`config.mk`:
```
export PLATFORM = sky130hd
export DESIGN_NAME = alu_8bit_flat
export DESIGN_NICKNAME = d
export VERILOG_FILES = /design/src/rtl/alu_8bit_if.sv /design/src/rtl/alu_8bit.sv /design/src/flat_wrapper.sv
export SDC_FILE = /design/constraint.sdc
export NUM_CORES = 1
export LEC_CHECK = 0
export CAP_MARGIN = 20
export CORE_MARGIN = 4
export CORE_UTILIZATION = 38
export DETAILED_ROUTE_END_ITERATION = 6
export SKIP_LAST_GASP = 1
export SLEW_MARGIN = 20
export SYNTH_ARGS = -nofsm -noshare
export SYNTH_HDL_FRONTEND = slang
export SYNTH_SLANG_ARGS = --single-unit
```
`constraint.sdc`:
```
create_clock -name clk -period 0.8 [get_ports clk]
set_input_delay 0.16 -clock clk [delete_from_list [all_inputs] [get_ports clk]]
set_output_delay 0.16 -clock clk [all_outputs]
set_load 0.01 [all_outputs]
```
`src/rtl/alu_8bit_if.sv`:
```
// Operand/result bundle for the 8-bit ALU.
// master drives operands and opcode; slave returns the registered result.
interface alu_8bit_if;
    logic [7:0] a;
    logic [7:0] b;
    logic [2:0] alu_sel;
    logic [7:0] alu_out;
    logic       carry_out;

    modport master (
        output a,
        output b,
        output alu_sel,
        input  alu_out,
        input  carry_out
    );

    modport slave (
        input  a,
        input  b,
        input  alu_sel,
        output alu_out,
        output carry_out
    );
endinterface

```
`src/rtl/alu_8bit.sv`:
```
// 8-bit ALU with one-cycle registered result and carry/borrow/shift-out flag.
// Eight opcodes: add, sub, and, or, xor, not, shl, shr.
module alu_8bit (
    input logic       clk,
    input logic       rst_n,
    alu_8bit_if.slave bus
);
    logic [7:0] res_d;
    logic       carry_d;
    logic [8:0] sum;
    logic [8:0] diff;

    // Wide add/sub so the ninth bit carries the lost carry or borrow.
    assign sum  = {1'b0, bus.a} + {1'b0, bus.b};
    assign diff = {1'b0, bus.a} - {1'b0, bus.b};

    // Opcode decode: every code is defined, so no fallback value is reachable.
    always_comb begin
        res_d   = 8'h00;
        carry_d = 1'b0;
        case (bus.alu_sel)
            3'b000: begin
                res_d   = sum[7:0];
                carry_d = sum[8];
            end
            3'b001: begin
                res_d   = diff[7:0];
                carry_d = diff[8];
            end
            3'b010: res_d = bus.a & bus.b;
            3'b011: res_d = bus.a | bus.b;
            3'b100: res_d = bus.a ^ bus.b;
            3'b101: res_d = ~bus.a;
            3'b110: begin
                res_d   = {bus.a[6:0], 1'b0};
                carry_d = bus.a[7];
            end
            3'b111: begin
                res_d   = {1'b0, bus.a[7:1]};
                carry_d = bus.a[0];
            end
            default: begin
                res_d   = 8'h00;
                carry_d = 1'b0;
            end
        endcase
    end

    // Output register; reset clears the result and drops any pending one.
    always_ff @(posedge clk or negedge rst_n) begin
        if (!rst_n) begin
            bus.alu_out   <= 8'h00;
            bus.carry_out <= 1'b0;
        end else begin
            bus.alu_out   <= res_d;
            bus.carry_out <= carry_d;
        end
    end
endmodule

```
`src/flat_wrapper.sv`:
```
// flat-port wrapper written by rule: the top's interface ports become plain ports
module alu_8bit_flat 
  (clk, rst_n, bus_a, bus_b, bus_alu_sel, bus_alu_out, bus_carry_out);
  alu_8bit_if bus_i ();
  input logic clk;
  input logic rst_n;
  input wire logic [$bits(bus_i.a)-1:0] bus_a;
  input wire logic [$bits(bus_i.b)-1:0] bus_b;
  input wire logic [$bits(bus_i.alu_sel)-1:0] bus_alu_sel;
  output wire logic [$bits(bus_i.alu_out)-1:0] bus_alu_out;
  output wire logic [$bits(bus_i.carry_out)-1:0] bus_carry_out;
  assign bus_i.a = bus_a;
  assign bus_i.b = bus_b;
  assign bus_i.alu_sel = bus_alu_sel;
  assign bus_alu_out = bus_i.alu_out;
  assign bus_carry_out = bus_i.carry_out;
  alu_8bit u_core (.clk(clk), .rst_n(rst_n), .bus(bus_i));
endmodule
```
## Word-level counts from Yosys, hierarchy flattened

Cells that the tools add are included.

- Memories kept: 0
- Input bits: 21
- Output and inout port bits: 9
- Register bits after elaboration: 9
- Memory bits (read-only): 0
- Bits in writable memories: 0
- Latch bits: 0

- Equal/unequal tests: 7
- Div/mod/pow operators: 0
- Magnitude comparators: 0
- Bitwise gates (word level): 4
- Add/subtract/negate cells: 2
- $mul: 0
- Reductions and logical operators: 1
- Shift operators: 0
- Mux-type cells: 2

Operators with widths:

| operator | number |
|---|---|
| $pmux 8 s8 | 1 |
| $eq 3x3->1 const B | 4 |
| $add 8x8->9 | 1 |
| $sub 8x8->9 | 1 |
| $and 8x8->8 | 1 |
| $not 8->8 | 1 |
| $or 8x8->8 | 1 |
| $xor 8x8->8 | 1 |
| $eq 3x2->1 const B | 2 |
| $pmux 1 s4 | 1 |
| $eq 3x1->1 const B | 1 |
| $logic_not 3->1 | 1 |

## Logic depth before layout (Yosys ltp)

Gate-level depths: netlist of run 1.

- Depth after elaboration: 2
- Gate-level depth with buffers: 10
- Mapped depth without buffers: 8

## Worst setup path after synthesis of run 1

Ideal clock, no wire load.

- Kind: input port to flip-flop
- Start: input port bus_a[0]
- End: register u_core.bus.alu_out[6]
- Path buffers: 0
- Stages: 8
- Data arrival time: 1.770 ns
- Required time: 0.672 ns
- Slack: -1.098 ns
- Cell sequence: inv_1 -> ha_1 -> fa_1 -> o21ba_1 -> or4_4 -> and2_4 -> o221ai_2 -> a21oi_1

- Cells in the longest elaborated chain, start to end: 2
- Elaborated cells on any way between the ends: 3

RTL lines:

| item | line | RTL |
|---|---|---|
| from (decl) | flat_wrapper.sv:7 | `input wire logic [$bits(bus_i.a)-1:0] bus_a;` |
| $sub 8x8->9 / $add 8x8->9 (equally long branches) | alu_8bit.sv:15, alu_8bit.sv:14 |  |
| $pmux 8 s8 * | alu_8bit.sv:21 | `case (bus.alu_sel)` |
| via u_core.res_d[6] | alu_8bit.sv:8 | `logic [7:0] res_d;` |
| to (signal assigned) | alu_8bit.sv:55 | `bus.alu_out <= res_d;` |
| to (decl) | alu_8bit_if.sv:22 | `output alu_out,` |

The timed path passes the listed nets; every way through them passes the cells marked *.

## Worst setup path after layout of run 1

Ends and elaborated chain as after synthesis.

==> results of run 1 <==
layer usage:
metal	vias up	wire length (um)
met5	-	0
met4	0	75
met3	7	185
met2	43	2662
met1	960	2700
li1	999	-
worst max-delay path, stage by stage:
cell                       delay (ns)
sky130_fd_sc_hd__buf_12          0.09
sky130_fd_sc_hd__inv_12          0.03
sky130_fd_sc_hd__ha_4            0.15
sky130_fd_sc_hd__fa_2            0.34
sky130_fd_sc_hd__o21ba_4         0.20
sky130_fd_sc_hd__or4_4           0.44
sky130_fd_sc_hd__and2_4          0.18
sky130_fd_sc_hd__o221ai_2        0.18
sky130_fd_sc_hd__a21oi_2         0.07
metrics by stage:
| stage | cell area (um2) | TNS [ns] | worst slack, ns | hold WS [ns] | total power, mW |
|---|---|---|---|---|---|
| after CTS | 2924 | -7.666 | -1.165 | 0.2170 | 2.835 |
| final | 3088 | -6.638 | -0.9326 | 0.2114 | 2.987 |
| after global placement | 2676 | -14.15 | -1.647 | 0.4559 | 2.204 |
| after floorplan | 1891 | -6.316 | -0.9732 | -0.1356 | 1.448 |
| after detailed placement | 2676 | -14.35 | -1.693 | 0.4602 | 2.227 |
| after global routing | 3088 | -7.492 | -0.9865 | 0.2480 | 3.214 |
power breakdown:
| part | switching, mW | leakage (nW) | internal, mW | total, mW |
|---|---|---|---|---|
| Combinational | 0.916 | 1.30 | 1.01 | 1.92 |
| Clock | 0.167 | 0.0228 | 0.346 | 0.513 |
| Sequential | 0.0171 | 0.109 | 0.532 | 0.549 |
| Total | 1.10 | 1.43 | 1.89 | 2.99 |
final timing paths:
check / start / end / slack, ns
max: bus_a[0] / u_core.bus.alu_out[6] / -0.93
min: rst_n / u_core.bus.alu_out[0] / 0.21
max in group asynchronous: rst_n / u_core.bus.carry_out / 0.46
min in group clk: bus_b[1] / u_core.bus.alu_out[1] / 0.37
synthesized netlist by cell type (5+ instances only):
master and instances:
sky130_fd_sc_hd__nand2_1 15, sky130_fd_sc_hd__mux2i_1 7, sky130_fd_sc_hd__a211oi_1 5, sky130_fd_sc_hd__nor2_1 14
sky130_fd_sc_hd__o21ai_0 17, sky130_fd_sc_hd__inv_1 24, sky130_fd_sc_hd__buf_2 6, sky130_fd_sc_hd__a21oi_1 17
sky130_fd_sc_hd__dfrtp_1 9, sky130_fd_sc_hd__ha_1 28
cell type report:
type                    count  area share
clock buffers               4     0.01459
repair buffers            117      0.3100
well taps                  52     0.02107
inverters                  24     0.03485
multi-input cells         169      0.5466
flip-flops and latches      9     0.07293
kinds of logic (layout without fill, tap and decap cells):
family,Yosys count,after routing
flops,9,9
simple gates,55,55
mux,11,11
xor+xnor,2,2
fa+ha+maj,30,30
buf+inv,38,145
compound gates,71,71
what timing repair did:
action | 4_1_cts | 5_1_grt
pin swaps | 29 | 38
setup buffers | 8 | 6
hold buffers | 0 | 0
resized for setup | 106 | 57
endpoints found under the setup margin | 18 | 18
cloned | 1 | 0
state kept, by name, indices dropped and copies added, names as in the netlist:
register              flops
u_core.bus.alu_out        8
u_core.bus.carry_out      1
==> reports/results.md, run 1 <==
| Result | This run |
|---|---|
| Outcome | finished, violations left |
| Total standard cell area after synthesis | 1758 um2 |
| Final setup viols | 18 |
| Leading register cell type out of synthesis | sky130_fd_sc_hd__dfrtp_1 |
| Worst slew pin tran | 0.3297 ns |
| Warnings, synthesis | 0 |
| Setup slack of the critical path after layout | -0.9326 ns |
| Die Width | 76.02 um |
| Sequential element share of the synthesized area | 0.1281 |
| Top-level I/O count | 30 |
| Busiest layer in global routing | met2 |
| Proportion of layout cells with a drive suffix above 1 | 0.5851 |
| Number of cells after detailed placement | 357 |
| FF+latch count, synth | 9 |
| Synth area leader | sky130_fd_sc_hd__ha_1 |
| Time the worst path needs with I/O delays and setup | 1.733 ns |
| Required time at the endpoint of the critical path | 0.91 ns |
| Unrepaired setup endpoints after global routing | yes |
| Register area | 225.2 um2 |
| Failing checks | negative setup slack |
| Ranking of synthesized cells by area | sky130_fd_sc_hd__ha_1, sky130_fd_sc_hd__dfrtp_1, sky130_fd_sc_hd__inv_1, sky130_fd_sc_hd__a21oi_1, sky130_fd_sc_hd__o21ai_0 |
| P&R area growth vs syn | 75.66% |
| Combinational family with the most area after synthesis | compound AO/OA/AOI/OAI gates |
| Xor/xnor cell area share of the yosys netlist | 0.009964 |
| Total power per unit cell area | 967.4 nW/um2 |
| Overall die area | 5778 um2 |
| Post-Synth Simple-Gate Area | 0.1751 |
| Leakage Power | 1.432 nW |
| Gate count after technology mapping | 216 |
| Multi-input logic area | 1688 um2 |
| Initial detailed-routing violation count | 95 |
| First drt pass iteration count | 4 |
| Post-synthesis compound-gate area fraction | 0.2733 |
| Class of the most critical setup path | input pin to flop |
| Peak supply drop | 0.0005333 V |
| Initial antenna violation count | 0 |
| Global routing met1 resource utilization | 0.2690 |
| Non-filler cells in the finished layout | 375 |
| Quantity of I/O buffers inserted on ports | 29 |
| Count of different cell masters after synthesis | 55 |
| Adder-cell share of the synthesized area | 0.2221 |
| Max-slew headroom | 0.7787 |
| Number of fill cells | 364 |
| Number of levels the H-tree was split into | 1 |
| Max-capacitance violation count | 0 |
| Fraction of post-synthesis cell area in the top cell type by area | 0.1993 |
| Maximum net fanout on the critical path | 3 |
| Clock tree from TritonCTS | done |
| Average size of a mapped cell | 8.139 um2 |
| Clock sinks | 9 |
| Number of nets at the end of the flow | 375 |
| Endpoint class of the critical path | flop |
| Average via count per standard cell | 5.357 |
| Starting utilization of the core area | 0.3982 |
| Gr ovfl total | 0 |
| Share of the clock period used by the worst path after layout | 2.166 |
| Post-Syn Nets | 267 |
| Met3 Track Usage GR | 0.01773 |
| Share of flip-flops with an asynchronous set or reset after synthesis | 1.000 |
| Inserted Clock Buffers | 3 |
| Leading cell types in the layout, fill and taps excluded | sky130_fd_sc_hd__buf_4, sky130_fd_sc_hd__nand2_1, sky130_fd_sc_hd__inv_2, sky130_fd_sc_hd__ha_4, sky130_fd_sc_hd__ha_1 |
| Final-report max-slew violation count | 0 |
| Wire length reported by the detailed router | 5623 um |
| Clock-pin transition on the worst setup and hold timing paths | 0.04 ns |
| Pin count of the biggest net entering global routing | 18 |
| Multiplexer share of the synthesized area | 0.08470 |
| Area inside the core boundary | 4414 um2 |
| Weighted congestion reported at the end of routability-driven placement | 0.8892 |
| Max Freq | 577.2 MHz |
| Number of enable flip-flop cells after synthesis | 0 |
| Overall global routing resource usage | 0.1919 |
| Average detailed-routed wire length per instance | 14.99 um |
| Clock tree root driver cell | sky130_fd_sc_hd__clkbuf_8 |
| Buffer depth of the longest clock path | 2 |
| Startpoint type of the worst setup path | input pin |
| Via count of the first global-routing pass | 1953 |
| Signal arrival time at the worst endpoint | 1.84 ns |
| Final-report hold violation count | 0 |
| Final core utilization | 0.6995 |
| Met2 capacity usage during global routing | 0.3125 |
| Final antenna diode count | 0 |
| HPWL after DPL | 4336 um |
| Height of the die | 76.02 um |
| Total number of vias | 2009 |
| Worst hold path class | input pin to async pin |
| Count of standard-cell rows | 24 |
| Most common cell after layout, fill and taps aside | sky130_fd_sc_hd__buf_4 |
| Number of design rule violations left after detail routing | 0 |
| Global-route wire length before repair | 9349 um |
| Post-detailed-route count of antenna-violating nets | 0 |
(Power assumes the default switching activity.)
==> run 2: changes to the inputs <==
--- a/config.mk
+++ b/config.mk
@@ -6,7 +6,7 @@
 export NUM_CORES = 1
 export LEC_CHECK = 0
 export CAP_MARGIN = 20
-export CORE_MARGIN = 4
+export CORE_MARGIN = 2
 export CORE_UTILIZATION = 38
 export DETAILED_ROUTE_END_ITERATION = 6
 export SKIP_LAST_GASP = 1
==> reports/results.md, run 2 (synthesis gave the netlist of run 1 again) <==
| Result | This run |
|---|---|
| Outcome | finished, violations left |
| Failing checks | negative setup slack |
| Leakage Power | 1.435 nW |
| Overall global routing resource usage | 0.2181 |
| Max-slew headroom | 0.8038 |
| Class of the most critical setup path | input pin to flop |
| Clock tree from TritonCTS | done |
| Sequential group share of total power | 0.180 |
| Maximum net fanout on the critical path | 3 |
| Global-route wire length before repair | 9018 um |
| Starting utilization of the core area | 0.3982 |
| Largest registers | u_core.bus.alu_out (8), u_core.bus.carry_out (1) |
| Via count of the first global-routing pass | 1901 |
| Worst hold path class | input pin to async pin |
| Number of cells after detailed placement | 360 |
| Met3 Track Usage GR | 0.008333 |
| Part of the total power dissipated in combinational logic | 0.652 |
| Overall die area | 5186 um2 |
| Top-level I/O count | 30 |
| Max FFs per register | 8 |
| Busiest layer in global routing | met2 |
| Initial detailed-routing violation count | 128 |
| Internal cell power | 1.928 mW |
| Register containing the most flip-flops in the final layout | u_core.bus.alu_out |
| Height of the die | 72.02 um |
| Endpoint class of the critical path | flop |
| Area inside the core boundary | 4414 um2 |
| Startpoint of the most critical setup path | bus_a[0] |
| Clock-pin transition on the worst setup and hold timing paths | 0.04 ns |
| Setup slack of the critical path after layout | -0.9271 ns |
| Buffer depth of the longest clock path | 2 |
| Delay of the slowest critical-path stage | 0.45 ns |
| Worst slew pin tran | 0.2906 ns |
| Final-report hold violation count | 0 |
| Total number of vias | 2017 |
| Switching Fraction | 0.3673 |
| Proportion of layout cells with a drive suffix above 1 | 0.5915 |
| Max-capacitance violation count | 0 |
| Setup TNS | -6.394 ns |
| First drt pass iteration count | 4 |
| Clock tree root driver cell | sky130_fd_sc_hd__clkbuf_8 |
| Clock sinks | 9 |
| Required time at the endpoint of the critical path | 0.91 ns |
| Cell with the largest stage delay on the worst path | sky130_fd_sc_hd__or4_4 |
| Number of nets at the end of the flow | 380 |
| Number of design rule violations left after detail routing | 0 |
| Die Width | 72.02 um |
| Final core utilization | 0.7117 |
| Gr ovfl total | 0 |
| Met2 capacity usage during global routing | 0.3642 |
| Final-report max-slew violation count | 0 |
| Non-filler cells in the finished layout | 380 |
| Quantity of I/O buffers inserted on ports | 29 |
| Average detailed-routed wire length per instance | 15.08 um |
| Peak supply drop | 0.0005542 V |
| Net switching power of the design | 1.119 mW |
| Crit-path cells | buf_12 > inv_12 > ha_4 > fa_2 > o21ba_4 > or4_4 > and2_4 > o221ai_2 > a21oi_1 |
| Number of fill cells | 352 |
| Total power per unit cell area | 969.9 nW/um2 |
| Leading cell types in the layout, fill and taps excluded | sky130_fd_sc_hd__buf_4, sky130_fd_sc_hd__buf_6, sky130_fd_sc_hd__nand2_1 |
| Most common cell after layout, fill and taps aside | sky130_fd_sc_hd__buf_4 |
| Initial antenna violation count | 0 |
| Count of standard-cell rows | 24 |
| Average via count per standard cell | 5.308 |
| Clk pwr share | 0.168 |
| Startpoint type of the worst setup path | input pin |
| HPWL after DPL | 4297 um |
| Number of levels the H-tree was split into | 1 |
| Final antenna diode count | 0 |
| Placed cell area | 2699 um2 |
| Pin count of the biggest net entering global routing | 22 |
| Post-Place Setup Slack | -1.698 ns |
| Time the worst path needs with I/O delays and setup | 1.727 ns |
| Post-CTS Hold Fix Bufs | 0 |
| P&R area growth vs syn | 78.72% |
| Global routing met1 resource utilization | 0.3157 |
| Wire length reported by the detailed router | 5731 um |
| Share of the clock period used by the worst path after layout | 2.159 |
| Unrepaired setup endpoints after global routing | yes |
| Signal arrival time at the worst endpoint | 1.83 ns |
| Final setup viols | 18 |
| Weighted congestion reported at the end of routability-driven placement | 0.9031 |
| Cell area after layout | 3142 um2 |
| Inserted Clock Buffers | 3 |
| Max Freq | 579.0 MHz |
| Post-detailed-route count of antenna-violating nets | 0 |
run 2: cell types whose count changed in the layout (fill, tap and decap cells not counted), moves of 2 or more:
cell / before / now
sky130_fd_sc_hd__buf_4: 77 / 82
sky130_fd_sc_hd__clkbuf_2: 6 / 1
sky130_fd_sc_hd__buf_6: 11 / 15
sky130_fd_sc_hd__a21oi_2: 8 / 5
sky130_fd_sc_hd__dlygate4sd2_1: 1 / 4
sky130_fd_sc_hd__dlymetal6s2s_1: 5 / 2
sky130_fd_sc_hd__inv_1: 9 / 6
sky130_fd_sc_hd__inv_4: 0 / 3
sky130_fd_sc_hd__a21oi_1: 9 / 11
sky130_fd_sc_hd__buf_8: 1 / 3
sky130_fd_sc_hd__o311ai_1: 0 / 2
sky130_fd_sc_hd__o311ai_2: 2 / 0
run 2: final cells by class:
cell class                      count  area, um2  share of cell area
Sequential cell                     9      225.2             0.07168
Timing Repair Buffer              122       1011              0.3218
Tap cell                           52      65.06             0.02071
Multi-Input combinational cell    169       1680              0.5348
Inverter                           24      115.1             0.03664
Clock buffer                        4      45.04             0.01434
run 2: what timing repair did:
item	4_1_cts	5_1_grt
gates resized for setup	150	37
pin swaps	50	33
buffers inserted	14	5
endpoints found under the setup margin	18	18
run 2: power by group through the flow:
stage	logic [mW]	registers [mW]	clock network, mW
floorplan	0.847	0.601	0
global placement	1.65	0.558	0
detailed placement	1.67	0.561	0
CTS	1.86	0.551	0.522
global route	2.13	0.553	0.538
finish	1.99	0.548	0.513
run 2: through the flow:
stage	total power, mW	hold slack [ns]
after detailed placement	2.235	0.4559
after global placement	2.212	0.4559
after global routing	3.223	0.2222
final	3.047	0.2172
after CTS	2.929	0.2160
after floorplan	1.448	-0.1356
run 2: routing by layer:
layer	vias up	part of all wire
li1	1013	-
met1	939	0.47
met2	60	0.48
met3	5	0.046
met4	0	0.0063
met5	-	0
run 2: final timing paths:
| kind | to | slack [ns] | depth (start not counted) |
|---|---|---|---|
| max | u_core.bus.alu_out[6] | -0.93 | 9 |
| min in group clk | u_core.bus.carry_out | 0.37 | 3 |
| max in group asynchronous | u_core.bus.alu_out[7] | 0.45 | 2 |
| min | u_core.bus.alu_out[0] | 0.22 | 2 |
run 2: worst max-delay path, delay by kind of cell:
kind	cells	cell delay, ns
buffers and inverters	2	0.12
adder cells (fa/ha/maj)	2	0.49
AO/OA/AOI/OAI	3	0.42
AND/OR/NAND/NOR	2	0.63
